<file path="config.mk">
export PLATFORM = sky130hd
export DESIGN_NAME = pll_phase_ctrl
export DESIGN_NICKNAME = d
export VERILOG_FILES = /design/src/rtl/pll_phase_ctrl.sv
export SDC_FILE = /design/constraint.sdc
export NUM_CORES = 1
export LEC_CHECK = 0
export ABC_AREA = 1
export CAP_MARGIN = 10
export CORE_ASPECT_RATIO = 0.5
export CORE_MARGIN = 5
export CORE_UTILIZATION = 56
export DETAILED_ROUTE_END_ITERATION = 8
export GPL_TIMING_DRIVEN = 1
export HOLD_SLACK_MARGIN = 0.06
export PLACE_DENSITY = 0.86
export SETUP_SLACK_MARGIN = 0.1
export SLEW_MARGIN = 40
export SYNTH_ARGS = -nofsm -noshare
export SYNTH_HDL_FRONTEND = slang
export SYNTH_SLANG_ARGS = --single-unit
export TNS_END_PERCENT = 10
</file>
<file path="constraint.sdc">
create_clock -name clock -period 2.51 [get_ports clock]
set_input_delay 0.251 -clock clock [delete_from_list [all_inputs] [get_ports clock]]
set_output_delay 0.251 -clock clock [all_outputs]
set_load 0.01 [all_outputs]
</file>
<file path="src/rtl/pll_phase_ctrl.sv">
// pll_phase_ctrl: lock supervisor and dynamic phase-shift sequencer for one
// ECP5 EHXPLLL. Runs on the PLL reference clock, qualifies the raw LOCK
// signal, gates a downstream reset, and steps the PLL phase ports one
// command at a time with setup / pulse / settle spacing.
module pll_phase_ctrl #(
  parameter int LOCK_STABLE = 1024,
  parameter int SETUP_CYC   = 2,
  parameter int PULSE_CYC   = 4,
  parameter int SETTLE_CYC  = 16,
  parameter int PHASE_MOD   = 96,
  parameter int PHASE_W     = 8
) (
  input  logic                   clock,
  input  logic                   reset_n,
  input  logic                   pll_locked,
  input  logic                   cmd_valid,
  output logic                   cmd_ready,
  input  logic [1:0]             cmd_sel,
  input  logic                   cmd_dir,
  input  logic [3:0]             cmd_count,
  output logic                   cmd_done,
  output logic [1:0]             phasesel,
  output logic                   phasedir,
  output logic                   phasestep,
  output logic                   phaseloadreg,
  output logic                   lock_stable,
  output logic                   domain_rst_n,
  output logic [4*PHASE_W-1:0]   phase_pos
);

  typedef enum logic [2:0] {LOCK_WAIT, IDLE, SETUP, PULSE, SETTLE} state_e;

  localparam int MAX_CYC = (SETUP_CYC > PULSE_CYC)
                         ? ((SETUP_CYC > SETTLE_CYC) ? SETUP_CYC : SETTLE_CYC)
                         : ((PULSE_CYC > SETTLE_CYC) ? PULSE_CYC : SETTLE_CYC);
  localparam int CYC_W  = $clog2(MAX_CYC + 1);
  localparam int LCNT_W = $clog2(LOCK_STABLE + 1);

  localparam logic [CYC_W-1:0]  SETUP_LAST  = CYC_W'(SETUP_CYC - 1);
  localparam logic [CYC_W-1:0]  PULSE_LAST  = CYC_W'(PULSE_CYC - 1);
  localparam logic [CYC_W-1:0]  SETTLE_LAST = CYC_W'(SETTLE_CYC - 1);
  localparam logic [LCNT_W-1:0] LOCK_LAST   = LCNT_W'(LOCK_STABLE - 1);

  // One phase step with wrap-around in [0, PHASE_MOD-1].
  function automatic logic [PHASE_W-1:0] step_pos(input logic [PHASE_W-1:0] cur,
                                                  input logic up);
    logic [PHASE_W-1:0] top;
    top = PHASE_W'(PHASE_MOD - 1);
    if (up) return (cur == top) ? '0 : cur + 1'b1;
    else    return (cur == '0) ? top : cur - 1'b1;
  endfunction

  state_e                  state_q, state_d;
  logic                    lk_meta_q, lk_s_q;
  logic [LCNT_W-1:0]       lock_cnt_q, lock_cnt_d;
  logic [CYC_W-1:0]        cyc_q, cyc_d;
  logic [3:0]              rem_q, rem_d;
  logic [1:0]              phasesel_q, phasesel_d;
  logic                    phasedir_q, phasedir_d;
  logic [3:0][PHASE_W-1:0] pos_q, pos_d;
  logic                    done_d;
  logic                    cmd_done_q, cmd_ready_q, phasestep_q;
  logic                    lock_stable_q, domain_rst_n_q;
  logic                    handshake;

  assign handshake = cmd_valid && cmd_ready_q;

  // Next-state logic: lock loss overrides everything, else the sequencer steps.
  always_comb begin
    // NOTE: every variable gets a default first so no path leaves it unassigned (no latches).
    state_d    = state_q;
    lock_cnt_d = lock_cnt_q;
    cyc_d      = cyc_q;
    rem_d      = rem_q;
    phasesel_d = phasesel_q;
    phasedir_d = phasedir_q;
    pos_d      = pos_q;
    done_d     = 1'b0;

    if (state_q != LOCK_WAIT && !lk_s_q) begin
      // Relock restores the default phase, so positions restart at zero.
      state_d    = LOCK_WAIT;
      lock_cnt_d = '0;
      cyc_d      = '0;
      rem_d      = '0;
      pos_d      = '0;
    end else begin
      unique case (state_q)
        LOCK_WAIT: begin
          if (!lk_s_q)                  lock_cnt_d = '0;
          else if (lock_cnt_q == LOCK_LAST) state_d = IDLE;
          else                          lock_cnt_d = lock_cnt_q + 1'b1;
        end
        IDLE: begin
          if (handshake) begin
            if (cmd_count == 4'd0) begin
              done_d = 1'b1;
            end else begin
              phasesel_d = cmd_sel;
              phasedir_d = cmd_dir;
              rem_d      = cmd_count;
              cyc_d      = '0;
              state_d    = SETUP;
            end
          end
        end
        SETUP: begin
          if (cyc_q == SETUP_LAST) begin
            cyc_d   = '0;
            state_d = PULSE;
          end else begin
            cyc_d = cyc_q + 1'b1;
          end
        end
        PULSE: begin
          if (cyc_q == PULSE_LAST) begin
            // Leaving PULSE raises phasestep: that edge applies the step.
            cyc_d             = '0;
            state_d           = SETTLE;
            rem_d             = rem_q - 4'd1;
            pos_d[phasesel_q] = step_pos(pos_q[phasesel_q], phasedir_q);
          end else begin
            cyc_d = cyc_q + 1'b1;
          end
        end
        SETTLE: begin
          if (cyc_q == SETTLE_LAST) begin
            cyc_d = '0;
            if (rem_q != 4'd0) begin
              state_d = SETUP;
            end else begin
              state_d = IDLE;
              done_d  = 1'b1;
            end
          end else begin
            cyc_d = cyc_q + 1'b1;
          end
        end
        default: state_d = LOCK_WAIT;
      endcase
    end
  end

  // State, synchroniser and registered outputs (all derived from next state).
  always_ff @(posedge clock or negedge reset_n) begin
    if (!reset_n) begin
      state_q        <= LOCK_WAIT;
      lk_meta_q      <= 1'b0;
      lk_s_q         <= 1'b0;
      lock_cnt_q     <= '0;
      cyc_q          <= '0;
      rem_q          <= '0;
      phasesel_q     <= '0;
      phasedir_q     <= 1'b0;
      // NOTE: the four position registers are reset like any other state; they are flops, not RAM.
      pos_q          <= '0;
      cmd_done_q     <= 1'b0;
      cmd_ready_q    <= 1'b0;
      phasestep_q    <= 1'b1;
      lock_stable_q  <= 1'b0;
      domain_rst_n_q <= 1'b0;
    end else begin
      state_q        <= state_d;
      lk_meta_q      <= pll_locked;
      lk_s_q         <= lk_meta_q;
      lock_cnt_q     <= lock_cnt_d;
      cyc_q          <= cyc_d;
      rem_q          <= rem_d;
      phasesel_q     <= phasesel_d;
      phasedir_q     <= phasedir_d;
      pos_q          <= pos_d;
      cmd_done_q     <= done_d;
      // Ready stays low through the done cycle so a new command lands one cycle later.
      cmd_ready_q    <= (state_d == IDLE) && !done_d;
      phasestep_q    <= (state_d != PULSE);
      lock_stable_q  <= (state_d != LOCK_WAIT);
      domain_rst_n_q <= lock_stable_q;
    end
  end

  assign cmd_ready    = cmd_ready_q;
  assign cmd_done     = cmd_done_q;
  assign phasesel     = phasesel_q;
  assign phasedir     = phasedir_q;
  assign phasestep    = phasestep_q;
  assign phaseloadreg = 1'b1;
  assign lock_stable  = lock_stable_q;
  assign domain_rst_n = domain_rst_n_q;
  assign phase_pos    = pos_q;

endmodule

</file>
Yosys cells after proc, flatten, opt, wreduce, memory -nomap -nowiden. Cells that the tools add are included.

Bitwise logic cells: 2. Equality and inequality tests: 15. Muxes and demuxes: 46. $add $sub $neg: 5. Reduce and logical (&&, ||, !) cells: 22. Order comparisons: 2.

Operators with widths (number): $mux W32 (3); $mux W8 (8); $mux W11 (4); $bwmux W32 (1); $mux W5 (6); $mux W3 (8); $pmux W5 S4 (1); $bmux W8 S2 (1); $demux W8 S2 (1); $mux W4 (4); $pmux W3 S5 (1); $ne A3 B3 Y1 const B (4); $add A11 B1 Y11 const B (1); $eq A11 B10 Y1 const B (1); $reduce_bool A3 Y1 (3); $add A8 B1 Y8 const B (1); $eq A8 B7 Y1 const B (1); $logic_not A8 Y1 (1); $pmux W4 S2 (1); $reduce_and A4 Y1 (2); $sub A8 B1 Y8 const B (1); $eq A3 B1 Y1 const B (2); $eq A3 B2 Y1 const B (2); $reduce_bool A2 Y1 (3); 21 further kinds (31).

Output and inout bits: 41. Bits of input ports: 11. Register bits: 65.

Depth between registers and ports, before layout.
Depth after elaboration: 12. Gate-level depth with buffers: 16. Mapped depth without buffers: 15.

Worst setup path before layout. Ideal clock, no wire load.

Path type: register to register. Start point: register phasesel_q[1], in the netlist phasesel[1]. End point: register pos_q (netlist bit phase_pos[5]). Data arrival time: 1.941 ns. Slack: 0.452 ns. Stages on the path, launching flop included: 17. Library setup time: 0.117 ns. Required time: 2.393 ns. Clock period less this slack: 2.058 ns. Cell sequence: dfrtp_1 -> buf_4 -> buf_6 -> nand3_1 -> nand2_1 -> inv_2 -> nand2_2 -> ha_1 -> inv_1 -> nor2_1 -> nand2_1 -> nor2_1 -> nor2_1 -> nand3_1 -> nand2_1 -> nand2_1 -> nand2_1.

Longest elaborated chain between the ends: 12. Elaborated cells between the ends (all ways): 21. Those cells by class: 2 x add/sub; 2 x order compare; 1 x eq/ne; 14 x mux; 2 x reduce/logical.

Ends and longest elaborated chain: start, declared (RTL line 58) `logic [1:0] phasesel_q, phasesel_d;`; start signal, assigned (RTL line 169) `phasesel_q <= phasesel_d;`; $bmux W8 S2 (RTL line 121) `pos_d[phasesel_q] = step_pos(pos_q[phasesel_q], phasedir_q);`; $mux W8 (implied by the code) (RTL line 121); $sub A8 B1 Y8 (tied with other cells) (RTL line 50) `else return (cur == '0) ? top : cur - 1'b1;`; $mux W8 (on tied branches) (RTL line 50, 49); $mux W8 (RTL line 49) `if (up) return (cur == top) ? '0 : cur + 1'b1;`; $mux W8 (RTL line 116) `if (cyc_q == PULSE_LAST) begin`; $mux W8 (RTL line 88) `unique case (state_q)`; $mux W8 (RTL line 80) `if (state_q != LOCK_WAIT && !lk_s_q) begin`; $bwmux W32 * (RTL line 121); $mux W32 * (RTL line 116); $mux W32 * (RTL line 88); $mux W32 * (RTL line 80); end signal, assigned (RTL line 171) `pos_q <= pos_d;`; end, declared (RTL line 60) `logic [3:0][PHASE_W-1:0] pos_q, pos_d;`.

Mark *: on every way between the ends. The rest lies on a longest branch, timed or not. The select of a mux whose other input is x is not followed. A chain may end at the register's enable or synchronous reset.

Worst setup path after layout.
Start point: register phasesel_q[0], in the netlist phasesel[0]. End point: register pos_q (netlist bit phase_pos[29]).

Same word-level chain as after synthesis.

==> flow_metrics.env <==
export IMPL_outcome="finished clean"
export IMPL_clkSinkCount=65
export IMPL_worstPathArrival_ns=2.47
export IMPL_syn_nets=581
export IMPL_die_y_um=69.2
export IMPL_fin_area_um2=4940
export IMPL_hold_viol_final=0
export IMPL_drtIter0Drc=497
export IMPL_path_clk_slew_ns=0.05
export IMPL_drc=0
export IMPL_p_int_uw=2150
export IMPL_crit_start="phasesel[0]$_DFFE_PN0P_"
export IMPL_wl_mm=10.8
export IMPL_synth_seq_cells=65
export IMPL_gp_congestion=1.02
export IMPL_cts_tree="yes"
export IMPL_hpwlAfterDp_mm=7.46
export IMPL_diodes=0
export IMPL_die_x_um=128
export IMPL_final_layout_size_suffix_gt1_share_pct=9.41
export IMPL_antenna_found_initial=0
export IMPL_grt_remaining_overflow=0
export IMPL_first_global_vias=3612
export IMPL_final_cell_mix="223 x nand2_1, 69 x nand3_1, 62 x dfrtp_1, 49 x clkdlybuf4s50_1, 47 x inv_1"
export IMPL_fill_cells=511
export IMPL_firstDrtPassIters=8
export IMPL_ys_types=38
export IMPL_end_kind="flip-flop"
export IMPL_insertion_delay_ns=0.34
export IMPL_yosysSeqAreaShare_pct=41.4
export IMPL_syn_area_per_cell_um2=7.02
export IMPL_syn_inst=560
export IMPL_switchingPower_uw=507
export IMPL_cts_buffer_depth=2
export IMPL_synth_warnings=0
export IMPL_r2r_start="phasesel[0]$_DFFE_PN0P_"
export IMPL_crit_required_ns=2.73
export IMPL_leakagePower_uw=0.00260
export IMPL_power_per_cell_area_nw_per_um2=537
export IMPL_clockPowerShare_pct=58.0
export IMPL_numPortBuffers=50
export IMPL_combPwrFrac_pct=2.0
export IMPL_final_nets=643
export IMPL_fin_total_pwr_uw=2660
export IMPL_switching_share_pct=19.1
export IMPL_hp_start="lk_meta_q$_DFF_PN0_"
export IMPL_fin_skew_ns=0.00370
export IMPL_cts_made_buffers=9
export IMPL_area_delta_synth_final_pct=25.9
export IMPL_seqPwrFrac_pct=40.0
export IMPL_setup_violations=0
export IMPL_period_minus_slack_ns=2.24
export IMPL_cp_max_fo=12
export IMPL_syn_area_um2=3930
export IMPL_vias=3993
export IMPL_via_per_inst=5.55
export IMPL_core_rowCount=21
export IMPL_dieArea_um2=8890
export IMPL_cts_max_level=3
export IMPL_post_route_period_util_pct=89.3
export IMPL_root_buffer="clkbuf_16"
export IMPL_rsz0062_at_grt="yes"
export IMPL_antenna_left=0
export IMPL_grt_max_degree=36
export IMPL_critPathKind="reg2reg"
export IMPL_tns_ns=0
export IMPL_start_kind="flip-flop"
export IMPL_start_util_pct=58.2
export IMPL_ir_worst_vdd_v=0.000358
export IMPL_slew_violations=0
export IMPL_cap_violations=0
export IMPL_grt_pass1_wl_mm=17.7
export IMPL_coreArea_um2=6750
export IMPL_final_common_cell="nand2_1"
export IMPL_place_area_um2=4550
export IMPL_min_path_type="reg2reg"
export IMPL_globalRouteTotalUtil_pct=25.0
export IMPL_wl_per_cell_um=15.0
export IMPL_ios=52
export IMPL_fmax_mhz=446
## per-layer routing
metal	share of wire, %	GRT usage (%)	vias to the layer above
met5	0	0	-
met3	9.2	8.54	27
li1	-	-	1920
met4	2.3	8.35	0
met1	43	34.0	1854
met2	45	37.5	192
## worst paths after layout
path	end	slack, ns	cells past startpoint
max in group asynchronous	phase_pos[19]$_DFFE_PN0P_	1.51	3
max	phase_pos[29]$_DFFE_PN0P_	0.27	15
min reg2reg	lk_s_q$_DFF_PN0_	0.35	0
min in group asynchronous	phase_pos[25]$_DFFE_PN0P_	0.40	2
max reg2reg	phase_pos[29]$_DFFE_PN0P_	0.27	15
min	lk_s_q$_DFF_PN0_	0.35	0
## area by class of cell
class	instances	area [um2]	share of cell area [%]
Multi-Input combinational cell	432	2040	41.3
Sequential cell	65	1630	33.0
Timing Repair Buffer	62	591	11.9
Clock buffer	9	225	4.55
Inverter	52	200	4.05
Clock inverter	7	143	2.88
Tap cell	92	115	2.33
## synth_stat cells
cell	instances	share of area (%)
nand2_1	223	21
nand3_1	69	8.8
dfrtp_1	64	41
inv_1	47	4.5
nor2_1	43	4.1
o21ai_0	15	1.9
a21oi_1	10	1.3
ha_1	10	3.2
nor2_2	8	1.3
nand4_1	7	1.1
o22ai_1	6	0.96
buf_4	5	0.96
o21ai_1	5	0.64
buf_2	4	0.51
inv_2	4	0.38
or2_2	4	0.64
xor2_1	4	0.89
nor2_4	3	0.86
nor3_1	3	0.38
o21a_1	3	0.57
nand2_2	2	0.32
o21ai_2	2	0.45
o21bai_1	2	0.38
o31ai_1	2	0.38
xnor2_1	2	0.45
a211oi_1	1	0.19
a21oi_2	1	0.22
a22oi_1	1	0.19
buf_6	1	0.29
clkbuf_1	1	0.095
conb_1	1	0.095
dfstp_2	1	0.67
inv_4	1	0.16
nand3_2	1	0.25
nor3_2	1	0.25
nor3b_1	1	0.19
o2111ai_1	1	0.22
o211ai_1	1	0.19
## flip-flops by register name, indices dropped and copies added (netlist names)
register / count
lk_s_q: 1
phase_pos: 32
cmd_done: 1
phasestep: 1
state_q: 3
phasedir: 1
phasesel: 2
cmd_ready: 1
cyc_q: 5
lk_meta_q: 1
lock_stable: 1
rem_q: 4
lock_cnt_q: 11
domain_rst_n: 1
## power groups by stage
stage / logic [uW] / clock network, uW / registers (uW)
4_1_cts: 54.4 / 1560 / 1060
2_1_floorplan: 15.2 / 0 / 1080
6_report: 54.1 / 1540 / 1060
3_5_place_dp: 52.9 / 0 / 1080
5_1_grt: 61.0 / 1600 / 1060
3_3_place_gp: 51.8 / 0 / 1080
## worst max-delay path, stage by stage, from the launching register on
cell and delay, ns:
dfrtp_2 0.52, inv_4 0.14, nand2_1 0.06, inv_1 0.07, nand2_1 0.06, nand3_2 0.16, ha_1 0.23, inv_1 0.07
nor2_2 0.16, nand2_1 0.09, nor2_1 0.18, nor2_1 0.06, nand3_1 0.06, nand2_1 0.11, nand2_1 0.10, nand2_1 0.06
## stage by stage
stage	std cells	util (%)	setup WS, ns	hold slack (ns)
2_1_floorplan	560	-	0.452	-0.0446
5_1_grt	719	73.2	0.0647	0.342
3_3_place_gp	702	67.4	0.268	0.332
3_5_place_dp	702	67.4	0.196	0.341
4_1_cts	719	73.0	0.186	0.345
6_report	719	73.2	0.269	0.351
## kinds of logic (layout without fill, tap and decap cells)
logic type / Yosys count / count (layout) / synth area share [%]
AOI/OAI and AO/OA: 50 / 50 / 7.58
DFF: 65 / 65 / 41.4
adders and majority gates: 10 / 10 / 3.18
other: 1 / 1 / 0.0954
and+or+nand+nor: 365 / 365 / 39.5
xor gates and xnor gates: 6 / 6 / 1.34
buffers and inverters: 63 / 130 / 6.88
## repair_timing
action	CTS	global route
hold endpoints to repair	32	0
hold buffers	1	0
gates resized for setup	0	5
setup buffers	0	0
setup endpoints to repair	0	28
(Power assumes the default switching activity.)
